`src/rtl/branch_resolve_unit.sv`:
```
// Branch resolve unit: resolves conditional branches and trains a 2-bit counter direction predictor.
// Latency: prediction is combinational; the resolve result is registered one cycle after ex_valid.
// Backpressure: none; accepts one branch per cycle, and flush drops the branch presented that cycle.

package branch_resolve_unit_pkg;

    // Encodings follow the RV32 branch funct3 field; 3'b010 and 3'b011 are unused.
    typedef enum logic [2:0] {
        BR_BEQ  = 3'b000,
        BR_BNE  = 3'b001,
        BR_BLT  = 3'b100,
        BR_BGE  = 3'b101,
        BR_BLTU = 3'b110,
        BR_BGEU = 3'b111
    } branch_e;

endpackage

module branch_resolve_unit
    import branch_resolve_unit_pkg::*;
#(
    parameter int XLEN        = 32,
    parameter int BHT_ENTRIES = 64,   // power of two, at least 2
    parameter int CNT_W       = 32
) (
    input  logic             clk,
    input  logic             rst,

    // fetch-side prediction port
    input  logic [XLEN-1:0]  pred_pc,
    output logic             pred_taken,

    // execute-side resolve port
    input  logic             ex_valid,
    input  logic [XLEN-1:0]  ex_pc,
    input  logic [XLEN-1:0]  ex_rs1,
    input  logic [XLEN-1:0]  ex_rs2,
    input  logic [XLEN-1:0]  ex_imm,
    input  branch_e          ex_type,
    input  logic             ex_pred_taken,
    input  logic             flush,

    // registered resolve result
    output logic             res_valid,
    output logic             res_taken,
    output logic [XLEN-1:0]  res_target,
    output logic             res_mispredict,
    output logic [XLEN-1:0]  res_redirect_pc,
    output logic             res_misaligned,

    // performance counters
    output logic [CNT_W-1:0] perf_branches,
    output logic [CNT_W-1:0] perf_mispredicts
);

    localparam int IDX_W = $clog2(BHT_ENTRIES);

    // Branch history table of 2-bit saturating counters; bit 1 is the prediction.
    logic [1:0]       bht [BHT_ENTRIES];

    logic [IDX_W-1:0] pred_idx;
    logic [IDX_W-1:0] ex_idx;

    logic             br_known;     // ex_type is one of the six defined encodings
    logic             br_taken;     // actual outcome (0 for unknown encodings)
    logic [XLEN-1:0]  br_target;
    logic [XLEN-1:0]  br_fallthru;
    logic [XLEN-1:0]  br_redirect;
    logic             br_mispredict;
    logic             br_misaligned;
    logic             accept;       // branch is live and will be resolved at this edge

    logic [1:0]       cnt_cur;
    logic [1:0]       cnt_nxt;

    // Only the word-index bits of the fetch PC select a counter.
    logic             unused_pred_pc_bits;
    assign unused_pred_pc_bits = ^{pred_pc[XLEN-1:IDX_W+2], pred_pc[1:0]};

    assign pred_idx = pred_pc[IDX_W+1:2];
    assign ex_idx   = ex_pc[IDX_W+1:2];

    // Table read is a plain array lookup, so a same-cycle update is not visible until the next cycle.
    assign pred_taken = bht[pred_idx][1];

    assign accept = ex_valid && !flush;

    // Evaluate the branch condition for the presented branch type.
    always_comb begin
        br_known = 1'b1;
        br_taken = 1'b0;
        case (ex_type)
            BR_BEQ:  br_taken = (ex_rs1 == ex_rs2);
            BR_BNE:  br_taken = (ex_rs1 != ex_rs2);
            BR_BLT:  br_taken = ($signed(ex_rs1) <  $signed(ex_rs2));
            BR_BGE:  br_taken = ($signed(ex_rs1) >= $signed(ex_rs2));
            BR_BLTU: br_taken = (ex_rs1 <  ex_rs2);
            BR_BGEU: br_taken = (ex_rs1 >= ex_rs2);
            default: begin
                br_known = 1'b0;
                br_taken = 1'b0;
            end
        endcase
    end

    // Target and fall-through both wrap modulo 2^XLEN; misalignment is reported but not corrected.
    always_comb begin
        br_target     = ex_pc + ex_imm;
        br_fallthru   = ex_pc + XLEN'(4);
        br_redirect   = br_taken ? br_target : br_fallthru;
        br_mispredict = br_known && (br_taken != ex_pred_taken);
        br_misaligned = br_taken && (br_target[1:0] != 2'b00);
    end

    // Saturating counter step toward the actual outcome.
    always_comb begin
        cnt_cur = bht[ex_idx];
        cnt_nxt = cnt_cur;
        if (br_taken) begin
            if (cnt_cur != 2'b11) begin
                cnt_nxt = cnt_cur + 2'd1;
            end
        end else begin
            if (cnt_cur != 2'b00) begin
                cnt_nxt = cnt_cur - 2'd1;
            end
        end
    end

    // Train the table on every accepted branch with a defined encoding.
    always_ff @(posedge clk or posedge rst) begin
        if (rst) begin
            for (int i = 0; i < BHT_ENTRIES; i++) begin
                bht[i] <= 2'b01;
            end
        end else if (accept && br_known) begin
            bht[ex_idx] <= cnt_nxt;
        end
    end

    // Result register: valid pulses for one cycle, data holds until the next accepted branch.
    always_ff @(posedge clk or posedge rst) begin
        if (rst) begin
            res_valid       <= 1'b0;
            res_taken       <= 1'b0;
            res_target      <= '0;
            res_mispredict  <= 1'b0;
            res_redirect_pc <= '0;
            res_misaligned  <= 1'b0;
        end else begin
            res_valid <= accept;
            if (accept) begin
                res_taken       <= br_taken;
                res_target      <= br_target;
                res_mispredict  <= br_mispredict;
                res_redirect_pc <= br_redirect;
                res_misaligned  <= br_misaligned;
            end
        end
    end

    // Performance counters stick at all-ones rather than wrapping.
    always_ff @(posedge clk or posedge rst) begin
        if (rst) begin
            perf_branches    <= '0;
            perf_mispredicts <= '0;
        end else if (accept) begin
            if (perf_branches != {CNT_W{1'b1}}) begin
                perf_branches <= perf_branches + CNT_W'(1);
            end
            if (br_mispredict && (perf_mispredicts != {CNT_W{1'b1}})) begin
                perf_mispredicts <= perf_mispredicts + CNT_W'(1);
            end
        end
    end

endmodule

```
`config.mk`:
```
export PLATFORM = sky130hd
export DESIGN_NAME = branch_resolve_unit
export DESIGN_NICKNAME = d
export VERILOG_FILES = /design/src/rtl/branch_resolve_unit.sv
export SDC_FILE = /design/constraint.sdc
export NUM_CORES = 1
export LEC_CHECK = 0
export ABC_AREA = 1
export ABC_CLOCK_PERIOD_IN_PS = 16350
export CORE_UTILIZATION = 58
export DETAILED_ROUTE_END_ITERATION = 10
export HOLD_SLACK_MARGIN = 0.12
export PLACE_DENSITY = 0.87
export SYNTH_ARGS = -nofsm -noshare
export SYNTH_HDL_FRONTEND = slang
export SYNTH_SLANG_ARGS = --single-unit
```
`constraint.sdc`:
```
create_clock -name clk -period 16.35 [get_ports clk]
set_clock_uncertainty 0.15 [all_clocks]
set_input_delay 4.905 -clock clk [delete_from_list [all_inputs] [get_ports clk]]
set_output_delay 4.905 -clock clk [all_outputs]
set_load 0.05 [all_outputs]
```
==> impl_metrics.env <==
export IMPL_antenna_left=0
export IMPL_die_y_um=170
export IMPL_synth_most_common_cell="nand2_1"
export IMPL_ys_ff_latch=260
export IMPL_grt_pass1_wl_mm=83.3
export IMPL_initial_utilization_pct=59.1
export IMPL_clock_fmax_ghz=0.0758
export IMPL_cts_sinks=260
export IMPL_place_ws_ns=3.23
export IMPL_gp_congestion=0.969
export IMPL_nets=2694
export IMPL_met3_usage_pct=6.60
export IMPL_holdCritPathClass="reg2reg"
export IMPL_synth_edf_count=0
export IMPL_portBuffers=274
export IMPL_p_int_w=0.00136
export IMPL_drt_wirelength_per_cell_um=18.5
export IMPL_clk_pin_slew_ns=0.06
export IMPL_ff2ff_setup_slack_ns=13.01
export IMPL_holdBufCountCts=0
export IMPL_crit_start="pred_pc[3]"
export IMPL_met2_usage_pct=58.9
export IMPL_grt_setup_unrepaired="no"
export IMPL_dr_pass1_iters=8
export IMPL_synth_warnings=0
export IMPL_io_pin_count=301
export IMPL_status="complete, no violations"
export IMPL_root_buffer="clkbuf_16"
export IMPL_cts_max_path_buffers=3
export IMPL_tns_ns=0
export IMPL_swShare_pct=36.7
export IMPL_finalCritPeriodShare_pct=80.7
export IMPL_htreeDepth=1
export IMPL_path_class="in2out"
export IMPL_drt_initial_drc_count=1877
export IMPL_pwr_share_clk_pct=32.1
export IMPL_tightest_slew_ns=1.34
export IMPL_final_max_slew_viol_count=0
export IMPL_postCtsSetupBuffers=0
export IMPL_post_cts_resized=0
export IMPL_syn_inst=2218
export IMPL_core_area_um2=27800
export IMPL_hp_start="res_target[25]"
export IMPL_via_per_inst=5.92
export IMPL_die_w_um=170
export IMPL_syn_avg_cell_area_um2=7.40
export IMPL_power_total_w=0.00214
export IMPL_yosysTopAreaCell="dfrtp_1"
export IMPL_synth_ff_type="dfrtp_1"
export IMPL_hpwl_mm=37.8
export IMPL_syn_nets=2453
export IMPL_layout_drive_gt1_share_pct=5.80
export IMPL_cp_arrival_ns=8.13
export IMPL_cts_tree="yes"
export IMPL_ys_top_cells_by_area="dfrtp_1, nand2_1, dfstp_2"
export IMPL_rows=61
export IMPL_grt_max_degree=119
export IMPL_seq_power_share_pct=37.4
export IMPL_area_delta_synth_final_pct=24.4
export IMPL_via_count=17000
export IMPL_drt_total_wl_mm=52.8
export IMPL_worst_slack_ns=3.16
export IMPL_pwr_density_cell_nw_per_um2=105
export IMPL_grt_busiest_layer="met2"
export IMPL_relSlewSlack_pct=10.6
export IMPL_p_switching_w=0.000785
export IMPL_leakagePower_nw=9.39
export IMPL_p_comb_share_pct=30.4
export IMPL_overflow=0
export IMPL_peakVddDrop_uv=94.1
export IMPL_grt_pass1_vias=16000
export IMPL_grt_antenna_before_repair=3
export IMPL_synth_area_um2=16400
export IMPL_finalHoldViolCount=0
export IMPL_die_area_um2=29000
export IMPL_synth_seq_area_share_pct=40.1
export IMPL_yosys_cell_types_count=49
export IMPL_worstSkewPairLatency_ns=0.58
export IMPL_crit_required_ns=11.30
export IMPL_cp_start_kind="input port"
export IMPL_drc=0
export IMPL_r2r_start="perf_mispredicts[1]"
export IMPL_cts_made_buffers=29
export IMPL_setup_violations=0
export IMPL_async_flop_share_pct=100
export IMPL_synth_top_area_share_pct=29.9
export IMPL_maxCapViolCount=0
export IMPL_critPathMaxFanout=17
export IMPL_grt_usage_pct=36.2
export IMPL_met1_usage_pct=47.3
export IMPL_critical_path_endpoint_type="output pin"
export IMPL_period_minus_slack_ns=13.19
export IMPL_synth_common_cells="nand2_1, nor2_1, inv_1, dfrtp_1, o21ai_0"
layout make-up:
class | count | area [um2]
timing repair buffer | 288 | 2850
fill | 2179 | 7350
sequential | 260 | 6590
tap | 378 | 473
antenna | 4 | 10.0
clock inverter | 13 | 168
multi-input combinational | 1618 | 8510
inverter | 262 | 991
clock buffer | 41 | 841
power groups by stage:
stage | clock (W) | sequential, W | combinational (W)
finish | 0.000688 | 0.000801 | 0.000651
global route | 0.000722 | 0.000808 | 0.000697
CTS | 0.000694 | 0.000799 | 0.000645
detailed placement | 0 | 0.000809 | 0.000641
global placement | 0 | 0.000804 | 0.000629
floorplan | 0 | 0.000951 | 0.000261
metal layers:
| metal | up-vias | share of wire (%) |
|---|---|---|
| met2 | 985 | 46 |
| li1 | 7867 | - |
| met5 | - | 0 |
| met3 | 172 | 10 |
| met1 | 7933 | 39 |
| met4 | 0 | 4.2 |
path summary, 6_finish.rpt:
check                      depth (start not counted)                   end
hold reg to reg                                    2        res_target[25]
hold / removal                                     2        res_target[25]
max in group asynchronous                          3         res_target[9]
min in group asynchronous                          2   res_redirect_pc[22]
setup / recovery                                   8            pred_taken
setup reg to reg                                   9  perf_mispredicts[16]
sequential cells by signal (all words and copies together) (netlist names):
name,count
res_taken,1
res_misaligned,1
perf_branches,32
perf_mispredicts,32
bht,128
res_valid,1
res_target,32
res_mispredict,1
res_redirect_pc,32
cells by family (layout without fill, tap and decap cells):
kind of cell	after synthesis	after routing	synth area share (%)
and+or+nand+nor	1004	1004	26.0
AOI/OAI and AO/OA	435	435	14.5
buffers and inverters	340	604	8.19
DFF	260	260	40.1
xor gates and xnor gates	112	112	5.97
adders and majority gates	67	67	5.15
other	0	4	0
stage by stage:
stage	area [um2]	hold slack (ns)	util, %	instances
final	20400	0.330	73.5	2864
after global routing	20400	0.338	73.5	2862
after global placement	19400	0.313	69.9	2806
after detailed placement	19400	0.315	69.9	2806
after CTS	20400	0.330	73.5	2860
after floorplan	16400	0.313	-	2218
cell usage in the layout, fill, tap and decap left out, types with 29 or more instances in the layout:
cell type and instances:
a21oi_1 163, nand4_1 64, dfrtp_1 196, xnor2_1 42, nor3_1 65, ha_1 66
nand2_1 463, inv_1 254, dfstp_2 64, clkbuf_16 29, o21ai_0 175, xor2_1 70
clkdlybuf4s50_1 274, nand3_1 123, nor2_1 256, o22ai_1 38
critical path, stage by stage:
cell and delay (ns):
clkdlybuf4s50_1 0.84, clkinv_1 0.55, a21oi_1 0.26, a221oi_1 0.10
o311ai_0 0.38, o211ai_1 0.15, nand2_1 0.14, clkdlybuf4s50_1 0.81
(Power assumes the default switching activity.)
